**src/rtl/cache_axi_arbiter_pkg.sv**
```systemverilog
// Shared FSM states, owner encoding and fixed AXI field values for the
// icache/dcache to single-AXI-master arbiter.
package cache_axi_arbiter_pkg;

  typedef enum logic [1:0] {
    R_IDLE = 2'd0,
    R_ADDR = 2'd1,
    R_DATA = 2'd2
  } rd_state_t;

  typedef enum logic [1:0] {
    W_IDLE   = 2'd0,
    W_ACTIVE = 2'd1,
    W_RESP   = 2'd2
  } wr_state_t;

  typedef enum logic {
    OWNER_INST = 1'b0,
    OWNER_DATA = 1'b1
  } owner_t;

  typedef enum logic [1:0] {
    AXI_BURST_FIXED = 2'b00,
    AXI_BURST_INCR  = 2'b01,
    AXI_BURST_WRAP  = 2'b10
  } axi_burst_t;

  typedef enum logic [2:0] {
    AXI_SIZE_1B = 3'b000,
    AXI_SIZE_2B = 3'b001,
    AXI_SIZE_4B = 3'b010
  } axi_size_t;

  localparam logic [1:0] AXI_LOCK_NORMAL = 2'b00;
  localparam logic [3:0] AXI_CACHE_NONE  = 4'b0000;
  localparam logic [2:0] AXI_PROT_NONE   = 3'b000;

  localparam logic [3:0] INST_ID_DEF = 4'd0;
  localparam logic [3:0] DATA_ID_DEF = 4'd1;

endpackage

```
**src/rtl/cache_axi_arbiter_read_mux.sv**
```systemverilog
// R-channel steering: forwards the AXI read beat to whichever cache owns the
// outstanding read, zero latency; rready follows the owner's r_ready.
module axi_read_mux (
  input  logic        i_active,
  input  logic        i_owner_data,
  input  logic        i_rvalid,
  input  logic [31:0] i_rdata,
  input  logic        i_rlast,
  input  logic        i_inst_r_ready,
  input  logic        i_data_r_ready,
  output logic        o_rready,
  output logic        o_inst_r_valid,
  output logic [31:0] o_inst_r_data,
  output logic        o_inst_r_last,
  output logic        o_data_r_valid,
  output logic [31:0] o_data_r_data,
  output logic        o_data_r_last
);

  logic w_to_inst;
  logic w_to_data;

  assign w_to_inst = i_active && !i_owner_data;
  assign w_to_data = i_active && i_owner_data;

  assign o_rready       = (w_to_inst && i_inst_r_ready) || (w_to_data && i_data_r_ready);

  assign o_inst_r_valid = w_to_inst && i_rvalid;
  assign o_inst_r_data  = i_rdata;
  assign o_inst_r_last  = w_to_inst && i_rlast;

  assign o_data_r_valid = w_to_data && i_rvalid;
  assign o_data_r_data  = i_rdata;
  assign o_data_r_last  = w_to_data && i_rlast;

endmodule

```
**src/rtl/cache_axi_arbiter.sv**
```systemverilog
// Arbitrates icache/dcache reads (round-robin, one outstanding) onto one AXI master
// and passes dcache writes through; read and write paths run independently.
module cache_axi_arbiter
  import cache_axi_arbiter_pkg::*;
#(
  parameter logic [3:0] INST_ID = INST_ID_DEF,
  parameter logic [3:0] DATA_ID = DATA_ID_DEF
) (
  input  logic        clock,
  input  logic        reset,
  // icache read
  input  logic        inst_ar_valid,
  output logic        inst_ar_ready,
  input  logic [31:0] inst_ar_addr,
  input  logic [7:0]  inst_ar_len,
  input  logic [2:0]  inst_ar_size,
  output logic        inst_r_valid,
  input  logic        inst_r_ready,
  output logic [31:0] inst_r_data,
  output logic        inst_r_last,
  // dcache read
  input  logic        data_ar_valid,
  output logic        data_ar_ready,
  input  logic [31:0] data_ar_addr,
  input  logic [7:0]  data_ar_len,
  input  logic [2:0]  data_ar_size,
  output logic        data_r_valid,
  input  logic        data_r_ready,
  output logic [31:0] data_r_data,
  output logic        data_r_last,
  // dcache write
  input  logic        data_aw_valid,
  output logic        data_aw_ready,
  input  logic [31:0] data_aw_addr,
  input  logic [7:0]  data_aw_len,
  input  logic [2:0]  data_aw_size,
  input  logic        data_w_valid,
  output logic        data_w_ready,
  input  logic [31:0] data_w_data,
  input  logic [3:0]  data_w_strb,
  input  logic        data_w_last,
  output logic        data_b_valid,
  input  logic        data_b_ready,
  // AXI master
  output logic [3:0]  arid,
  output logic [31:0] araddr,
  output logic [7:0]  arlen,
  output logic [2:0]  arsize,
  output logic [1:0]  arburst,
  output logic [1:0]  arlock,
  output logic [3:0]  arcache,
  output logic [2:0]  arprot,
  output logic        arvalid,
  input  logic        arready,
  input  logic [3:0]  rid,
  input  logic [31:0] rdata,
  input  logic [1:0]  rresp,
  input  logic        rlast,
  input  logic        rvalid,
  output logic        rready,
  output logic [3:0]  awid,
  output logic [31:0] awaddr,
  output logic [7:0]  awlen,
  output logic [2:0]  awsize,
  output logic [1:0]  awburst,
  output logic [1:0]  awlock,
  output logic [3:0]  awcache,
  output logic [2:0]  awprot,
  output logic        awvalid,
  input  logic        awready,
  output logic [3:0]  wid,
  output logic [31:0] wdata,
  output logic [3:0]  wstrb,
  output logic        wlast,
  output logic        wvalid,
  input  logic        wready,
  input  logic [3:0]  bid,
  input  logic [1:0]  bresp,
  input  logic        bvalid,
  output logic        bready
);

  // ---------------- read path ----------------
  rd_state_t   r_rd_state;
  rd_state_t   w_rd_next;
  owner_t      r_owner;
  owner_t      w_grant;
  logic [31:0] r_ar_addr;
  logic [7:0]  r_ar_len;
  logic [2:0]  r_ar_size;
  logic [3:0]  r_ar_id;
  logic        w_any_req;
  logic        w_ar_hs;
  logic        w_r_done;
  logic        w_rready;

  assign w_any_req = inst_ar_valid || data_ar_valid;

  // r_owner doubles as "last granted", so after reset (INST) data wins a tie.
  always_comb begin
    w_grant = OWNER_INST;
    if (inst_ar_valid && data_ar_valid) begin
      w_grant = (r_owner == OWNER_INST) ? OWNER_DATA : OWNER_INST;
    end else if (data_ar_valid) begin
      w_grant = OWNER_DATA;
    end
  end

  always_comb begin
    w_rd_next = r_rd_state;
    case (r_rd_state)
      R_IDLE:  if (w_any_req) w_rd_next = R_ADDR;
      R_ADDR:  if (arready)   w_rd_next = R_DATA;
      R_DATA:  if (w_r_done)  w_rd_next = R_IDLE;
      default: w_rd_next = R_IDLE;
    endcase
  end

  always_ff @(posedge clock) begin
    if (reset) begin
      r_rd_state <= R_IDLE;
      r_owner    <= OWNER_INST;
      r_ar_addr  <= 32'd0;
      r_ar_len   <= 8'd0;
      r_ar_size  <= 3'd0;
      r_ar_id    <= 4'd0;
    end else begin
      r_rd_state <= w_rd_next;
      if (r_rd_state == R_IDLE && w_any_req) begin
        r_owner <= w_grant;
        if (w_grant == OWNER_DATA) begin
          r_ar_addr <= data_ar_addr;
          r_ar_len  <= data_ar_len;
          r_ar_size <= data_ar_size;
          r_ar_id   <= DATA_ID;
        end else begin
          r_ar_addr <= inst_ar_addr;
          r_ar_len  <= inst_ar_len;
          r_ar_size <= inst_ar_size;
          r_ar_id   <= INST_ID;
        end
      end
    end
  end

  assign arvalid = !reset && (r_rd_state == R_ADDR);
  assign arid    = r_ar_id;
  assign araddr  = r_ar_addr;
  assign arlen   = r_ar_len;
  assign arsize  = r_ar_size;
  assign arburst = AXI_BURST_INCR;
  assign arlock  = AXI_LOCK_NORMAL;
  assign arcache = AXI_CACHE_NONE;
  assign arprot  = AXI_PROT_NONE;

  assign w_ar_hs       = arvalid && arready;
  assign inst_ar_ready = w_ar_hs && (r_owner == OWNER_INST);
  assign data_ar_ready = w_ar_hs && (r_owner == OWNER_DATA);

  // rid is not compared: only one read is ever outstanding.
  axi_read_mux u_read_mux (
    .i_active       (!reset && (r_rd_state == R_DATA)),
    .i_owner_data   (r_owner == OWNER_DATA),
    .i_rvalid       (rvalid),
    .i_rdata        (rdata),
    .i_rlast        (rlast),
    .i_inst_r_ready (inst_r_ready),
    .i_data_r_ready (data_r_ready),
    .o_rready       (w_rready),
    .o_inst_r_valid (inst_r_valid),
    .o_inst_r_data  (inst_r_data),
    .o_inst_r_last  (inst_r_last),
    .o_data_r_valid (data_r_valid),
    .o_data_r_data  (data_r_data),
    .o_data_r_last  (data_r_last)
  );

  assign rready   = w_rready;
  assign w_r_done = rvalid && w_rready && rlast;

  // ---------------- write path ----------------
  wr_state_t r_wr_state;
  wr_state_t w_wr_next;
  logic      r_aw_done;
  logic      r_w_done;
  logic      w_wr_active;
  logic      w_aw_hs;
  logic      w_wlast_hs;
  logic      w_b_hs;

  assign w_wr_active = !reset && (r_wr_state == W_ACTIVE);

  assign awvalid       = w_wr_active && data_aw_valid && !r_aw_done;
  assign data_aw_ready = w_wr_active && awready && !r_aw_done;
  assign awid          = DATA_ID;
  assign awaddr        = data_aw_addr;
  assign awlen         = data_aw_len;
  assign awsize        = data_aw_size;
  assign awburst       = AXI_BURST_INCR;
  assign awlock        = AXI_LOCK_NORMAL;
  assign awcache       = AXI_CACHE_NONE;
  assign awprot        = AXI_PROT_NONE;

  // Beats after wlast are held off so an early wlast cannot leak into the next burst.
  assign wvalid       = w_wr_active && data_w_valid && !r_w_done;
  assign data_w_ready = w_wr_active && wready && !r_w_done;
  assign wid          = DATA_ID;
  assign wdata        = data_w_data;
  assign wstrb        = data_w_strb;
  assign wlast        = data_w_last;

  assign bready       = !reset && (r_wr_state == W_RESP) && data_b_ready;
  assign data_b_valid = !reset && (r_wr_state == W_RESP) && bvalid;

  assign w_aw_hs    = awvalid && awready;
  assign w_wlast_hs = wvalid && wready && data_w_last;
  assign w_b_hs     = bready && bvalid;

  always_comb begin
    w_wr_next = r_wr_state;
    case (r_wr_state)
      W_IDLE:   if (data_aw_valid) w_wr_next = W_ACTIVE;
      W_ACTIVE: if ((r_aw_done || w_aw_hs) && (r_w_done || w_wlast_hs)) w_wr_next = W_RESP;
      W_RESP:   if (w_b_hs) w_wr_next = W_IDLE;
      default:  w_wr_next = W_IDLE;
    endcase
  end

  always_ff @(posedge clock) begin
    if (reset) begin
      r_wr_state <= W_IDLE;
      r_aw_done  <= 1'b0;
      r_w_done   <= 1'b0;
    end else begin
      r_wr_state <= w_wr_next;
      if (w_b_hs) begin
        r_aw_done <= 1'b0;
        r_w_done  <= 1'b0;
      end else begin
        if (w_aw_hs)    r_aw_done <= 1'b1;
        if (w_wlast_hs) r_w_done  <= 1'b1;
      end
    end
  end

  logic w_unused;
  assign w_unused = ^{rid, rresp, bid, bresp};

endmodule

```
**config.mk**
```make
export PLATFORM = sky130hd
export DESIGN_NAME = cache_axi_arbiter
export DESIGN_NICKNAME = d
export VERILOG_FILES = /design/src/rtl/cache_axi_arbiter_pkg.sv /design/src/rtl/cache_axi_arbiter_read_mux.sv /design/src/rtl/cache_axi_arbiter.sv
export SDC_FILE = /design/constraint.sdc
export NUM_CORES = 1
export LEC_CHECK = 0
export ABC_CLOCK_PERIOD_IN_PS = 1300
export CAP_MARGIN = 20
export CORE_AREA = 2 2 177 179
export DETAILED_ROUTE_END_ITERATION = 10
export DIE_AREA = 0 0 179 181
export DONT_BUFFER_PORTS = 1
export SYNTH_ARGS = -nofsm -noshare
export SYNTH_HDL_FRONTEND = slang
export SYNTH_SLANG_ARGS = --single-unit
```
**constraint.sdc**
```tcl
create_clock -name clock -period 1.3 [get_ports clock]
set_input_delay 0.13 -clock clock [delete_from_list [all_inputs] [get_ports clock]]
set_output_delay 0.13 -clock clock [all_outputs]
set_load 0.02 [all_outputs]
```
-- After elaboration in Yosys (flattened, before gate mapping)
Index checks and enable logic that the tools add are counted.
- input bits: 225
- output and inout bits: 235
- register bits after elaboration: 54
- logic and storage cells: 82
- equal/unequal tests: 10
- bitwise operators: 1
- reductions and logical operators: 47
- mux-type cells: 15
- operators with widths (cell ; count):
    $logic_and A1 B1 Y1 ; 34
    $mux W32 ; 1
    $mux W2 ; 6
    $pmux W2 S3 ; 2
    $ne A2 B2 Y1 const B ; 5
    $mux W8 ; 1
    $reduce_and A3 Y1 ; 2
    $eq A2 B1 Y1 const B ; 2
    $eq A2 B2 Y1 const B ; 2
    $logic_not A1 Y1 ; 4
    $logic_not A2 Y1 ; 2
    $logic_or A1 B1 Y1 ; 4
    $mux W1 ; 4
    $mux W3 ; 1
    $ne A2 B1 Y1 const B ; 1
    $reduce_or A2 Y1 ; 1
    $not A1 Y1 ; 1

-- Logic depth before layout (Yosys ltp)
- depth in word-level cells: 10
- depth in mapped cells: 6
- gate-level depth less buffers: 3

-- Modules after synthesis
From an unflattened synthesis, not the netlist that was laid out.
- cells, all modules: 481
- area total of the unflattened synthesis: 3987.6 µm²
- by module, submodules not included (module ; area an instance (µm²) ; seq. area each (µm²) ; instances ; cells each):
    cache_axi_arbiter ; 3455.8 ; 1001.0 ; 1 ; 411
    axi_read_mux ; 531.8 ; 0.0 ; 1 ; 70

-- Least setup slack after synthesis
OpenSTA, ideal clock, no wires.
- path kind: reg2out
- start point: reg r_rd_state[0]
- end point: out inst_ar_ready
- stages on the path, launching flop included: 4
- slack: -0.303 ns
- path buffers: 0
- arrival: 1.473 ns
- data required time: 1.170 ns
- cells stage by stage: dfxtp_1 -> nor3b_1 -> nand2_1 -> nor2_1
- cells in the longest elaborated chain, start to end: 4
- RTL lines (item ; line ; RTL):
    from (decl) ; cache_axi_arbiter.sv:84 ; rd_state_t r_rd_state;
    from (signal assigned) ; cache_axi_arbiter.sv:128 ; r_rd_state <= w_rd_next;
    $eq A2 B1 Y1 ; cache_axi_arbiter.sv:146 ; assign arvalid = !reset && (r_rd_state == R_ADDR);
    $logic_and A1 B1 Y1 ; cache_axi_arbiter.sv:146 ;
    named net arvalid ; cache_axi_arbiter.sv:53 ; output logic arvalid,
    $logic_and A1 B1 Y1 ; cache_axi_arbiter.sv:156 ; assign w_ar_hs = arvalid && arready;
    $logic_and A1 B1 Y1 ; cache_axi_arbiter.sv:157 ; assign inst_ar_ready = w_ar_hs && (r_owner == OWNER_INST);
    to (decl) ; cache_axi_arbiter.sv:13 ; output logic inst_ar_ready,
The timed path passes the listed nets, and every way through them passes these cells.

-- Final worst setup path
- start point: reg r_rd_state[1]
- end point: out inst_r_last
- cells in the longest elaborated chain, start to end: 4
- RTL lines (item ; line ; RTL):
    $eq A2 B2 Y1 ; cache_axi_arbiter.sv:162 ; .i_active (!reset && (r_rd_state == R_DATA)),
    $logic_and A1 B1 Y1 ; cache_axi_arbiter.sv:162 ;
    $logic_and A1 B1 Y1 ; cache_axi_arbiter_read_mux.sv:23 ; assign w_to_inst = i_active && !i_owner_data;
    $logic_and A1 B1 Y1 ; cache_axi_arbiter_read_mux.sv:30 ; assign o_inst_r_last = w_to_inst && i_rlast;
    to (decl) ; cache_axi_arbiter.sv:20 ; output logic inst_r_last,
Every way passes these cells.

==> results.txt <==
----------------------------------------------------
[Pwr]
  Sw Pwr ... 1910 µW
  Reg power frac ... 0.387
  Internal power contribution ... 3330 µW
  Max VDD drop ... 0.703 mV
  Switching part of the total ... 0.365
  Power per cell area ... 1190 nW/µm²
  Clock power share ... 0.275
  Leakage power figure ... 0.00155 µW
  Gate power share ... 0.339

[Clocking]
  Clk sink count ... 50
  Max clock buf depth ... 2
  CTS tree ... built
  Cts bufs inserted ... 5
  Clock root buffer master ... sky130_fd_sc_hd__clkbuf_16
  Count of hold buffers inserted by post-cts repair ... 1
  Clock-pin transition on the worst setup and hold timing paths ... 0.08 ns
  Clk_lat worst skew ... approximately 0.32 ns
  Number of levels the H-tree was split into ... 2

[Drt]
  Antenna-violating nets left ... 0
  Detailed-route vias per instance ... 3.57
  DRC Markers ... 0
  Detailed router's first-iteration violation count ... 76
  First-pass iteration count of the detailed router ... 4
  Average wire length per cell after detail routing ... 22.2 µm
  Overall routed net length ... 16,100 µm
  Via count ... 2,585

[GRT]
  Vias in the first global route ... about 2,400
  Layer with the highest usage ... met2
  Sum of overflow across all layers after global routing ... 0
  Global Route met1 Usage ... 0.0724
  Antenna violations before repair ... 0
  First-pass GRT wire length ... 18,000 µm
  Pin count of the biggest net entering global routing ... 54
  Met2 GRT Util ... 0.136
  GRT Resource Usage Total ... 0.0826
  GR Layer Usage met3 ... 0.0572

[Die]
  Die Area ... 32,400 µm²
  Die Height ... 181 µm
  Die X-Extent ... 179 µm
  Core Box Area ... 30,300 µm²
  Starting density of the core ... 0.133
  Row Count ... 64
  Top-level port count ... 460

[Timing]
  Hold_ws ... -0.138 ns
  Finish-stage setup viols ... 56
  Worst path setup slack after routing ... -0.231 ns
  Final hold vios ... 48
  RSZ-0062 raised after global routing ... true
  Final-report max-slew violation count ... 0
  Period minus WS final ... ~1.5 ns
  Final Skew ... 0.00884 ns
  Final-layout setup total negative slack ... -5.38 ns
  Final clock period utilization by the worst path ... 1.18
  Max Fclk ... around 0.65 GHz

[Status]
  Failing checks ... hold timing, setup timing
  Status ... finished, violations left

[Setup path]
  Reg2reg start ... r_rd_state[1]$_SDFFE_PP0P_
  Startpoint of the worst setup timing path ... r_rd_state[1]$_SDFFE_PP0P_
  Count of buffer and inverter cells on the critical path ... 1
  Data arrival, critical path ... 1.40 ns
  Cell-by-cell trace of the critical path ... or3b_4 > nor3b_2 > buf_4
  Crit-path leading delay family ... simple AND/OR/NAND/NOR gates
  Reg-to-reg critical path endpoint ... araddr[17]$_SDFFE_PP0P_
  Critical Path Sink Type ... primary output
  Worst path required time ... 1.17 ns
  Setup slack of the most critical reg-to-reg path ... -0.12 ns
  R2r worst-path depth ... 7
  Critical path's largest stage delay ... ~0.41 ns
  Critical path type ... reg -> out
  Kind of start point of the critical path ... flip-flop
  Highest fanout seen on the critical path ... 3
  Crit-path slowest cell ... sky130_fd_sc_hd__or3b_4

[Placement]
  DP HPWL ... 10,300 µm
  Number of buffers added on ports ... 0
  Worst-case setup slack after placement ... -0.0628 ns
  Final weighted congestion in routability-driven placement ... just under 0.7

[Yosys]
  Leading cell types by total area after synthesis ... sky130_fd_sc_hd__buf_4 (34%), sky130_fd_sc_hd__dfxtp_1 (25%), sky130_fd_sc_hd__a211oi_2 (12%), sky130_fd_sc_hd__mux2i_1 (11%), sky130_fd_sc_hd__a21oi_1 (5.6%)
  Syn. warnings ... 0
  Post-synthesis instance total ... 435
  Area share of the leading cell type in the synthesized netlist ... 0.339
  Yosys top cell by area ... sky130_fd_sc_hd__buf_4
  Portion of the post-synthesis area used by sequential elements ... 0.247
  Post-synthesis area per instance ... 9.31 µm²
  Number of distinct library cell variants in the gate-level netlist after synthesis ... 35
  Flip-flop and latch count after synthesis ... 50
  Netlist area before placement ... 4050 µm²

[Finish]
  Multi-input gate area in the final layout ... 1930 µm²
  Antenna diode count ... 0
  Most frequent standard cell in the layout excluding fill and tap cells ... sky130_fd_sc_hd__dfxtp_1
  Fraction of layout cells with a size suffix above 1 ... 0.505
  Growth of design area from synthesis to finish ... 9.08%
  Commonest cells after routing, fill and taps aside ... sky130_fd_sc_hd__dfxtp_1 (45), sky130_fd_sc_hd__a211oi_2 (42), sky130_fd_sc_hd__a21oi_1 (40)
  Area used by sequential logic in the layout ... about 1000 µm²
  Final #Nets ... 553
  Number of inserted filler cells in the final layout ... 3,389

[Worst hold path]
  Launch point of the worst hold path ... reset
  Count of cells along the worst hold path ... 1
  Hold EP ... r_owner$_SDFFE_PP0P_
  Type of the tightest min-delay check ... in -> reg

[Flow run]
  Total of max-cap violations ... 0

----------------------------------------------------
==> flip-flops by register name, summed over array words and instances (netlist names) <==
| signal | cells |
|---|---|
| r_aw_done | 1 |
| r_owner | 1 |
| r_wr_state | 2 |
| r_rd_state | 2 |
| arlen | 8 |
| r_w_done | 1 |
| arsize | 3 |
| araddr | 32 |
==> power groups by stage <==
stage                     Sequential, µW  Clock (µW)  Combinational [µW]
after floorplan                     2070           0                1650
after CTS                           2030        1540                1400
after detailed placement            2050           0                1180
final                               2030        1440                1780
after global placement              2050           0                1150
after global routing                2050        1590                1900
==> cell usage after synthesis, drive strengths merged <==
master  instances
inv             1
o21a            1
nor3b           8
nand2           6
nand2b          1
o221a           1
a211oi         43
a41oi           1
buf           192
a221oi          1
a31oi           1
nand3           1
a21oi          45
or2             1
clkbuf         12
nor2b           1
and2            1
a311oi          1
conb            2
and4b           1
o21ai           2
and3            6
nor2            6
mux2i          44
a21boi          1
or3b            1
a21bo           1
o32ai           1
nand3b          2
dfxtp          50
==> timing repair <==
action                     4_1_cts  5_1_grt
gates cloned                     6        9
buffers inserted                 7        9
hold endpoints to repair        49       48
pin swaps                       36       40
resized for setup               50       50
setup endpoints to repair       26       57
==> metal layers <==
metal / vias to the layer above / wire length, µm
li1: 1087 / -
met3: 65 / 2250
met2: 230 / 7960
met5: - / 0
met4: 0 / 753
met1: 1203 / 5130
==> worst max-delay path by stage <==
stage | endpoint | slack [ns] | cells after the start
after CTS | inst_r_last | -0.26 | 3
after floorplan | r_rd_state[1]$_SDFFE_PP0P_ | -0.06 | 3
after detailed placement | araddr[0]$_SDFFE_PP0P_ | -0.06 | 4
after global placement | araddr[0]$_SDFFE_PP0P_ | -0.01 | 4
after global routing | inst_r_valid | -0.29 | 3
final | inst_r_last | -0.23 | 3
==> final cells by class <==
| cell class | instances | area share |
|---|---|---|
| Clock buffer | 5 | 0.0283 |
| Clock inverter | 3 | 0.00566 |
| Inverter | 1 | 0.000849 |
| Multi-Input combinational cell | 211 | 0.437 |
| Sequential cell | 50 | 0.229 |
| Tap cell | 396 | 0.112 |
| Timing Repair Buffer | 59 | 0.187 |
==> stage by stage <==
step / std cells / cell area [µm²] / utilization / power, µW
2_1_floorplan: 466 / 4200 / - / 3720
3_3_place_gp: 688 / 3430 / 0.113 / 3200
3_5_place_dp: 688 / 3430 / 0.113 / 3230
4_1_cts: 710 / 3980 / 0.131 / 4960
5_1_grt: 725 / 4420 / 0.146 / 5530
6_report: 725 / 4420 / 0.146 / 5240
==> cell families after synthesis <==
group | Yosys count | synth area share
AOI/OAI and AO/OA | 99 | 0.207
DFF | 50 | 0.247
other | 2 | 0.00185
muxes | 44 | 0.109
buffers and inverters | 205 | 0.382
and+or+nand+nor | 35 | 0.0534
Power figures use the tool's default switching activity.
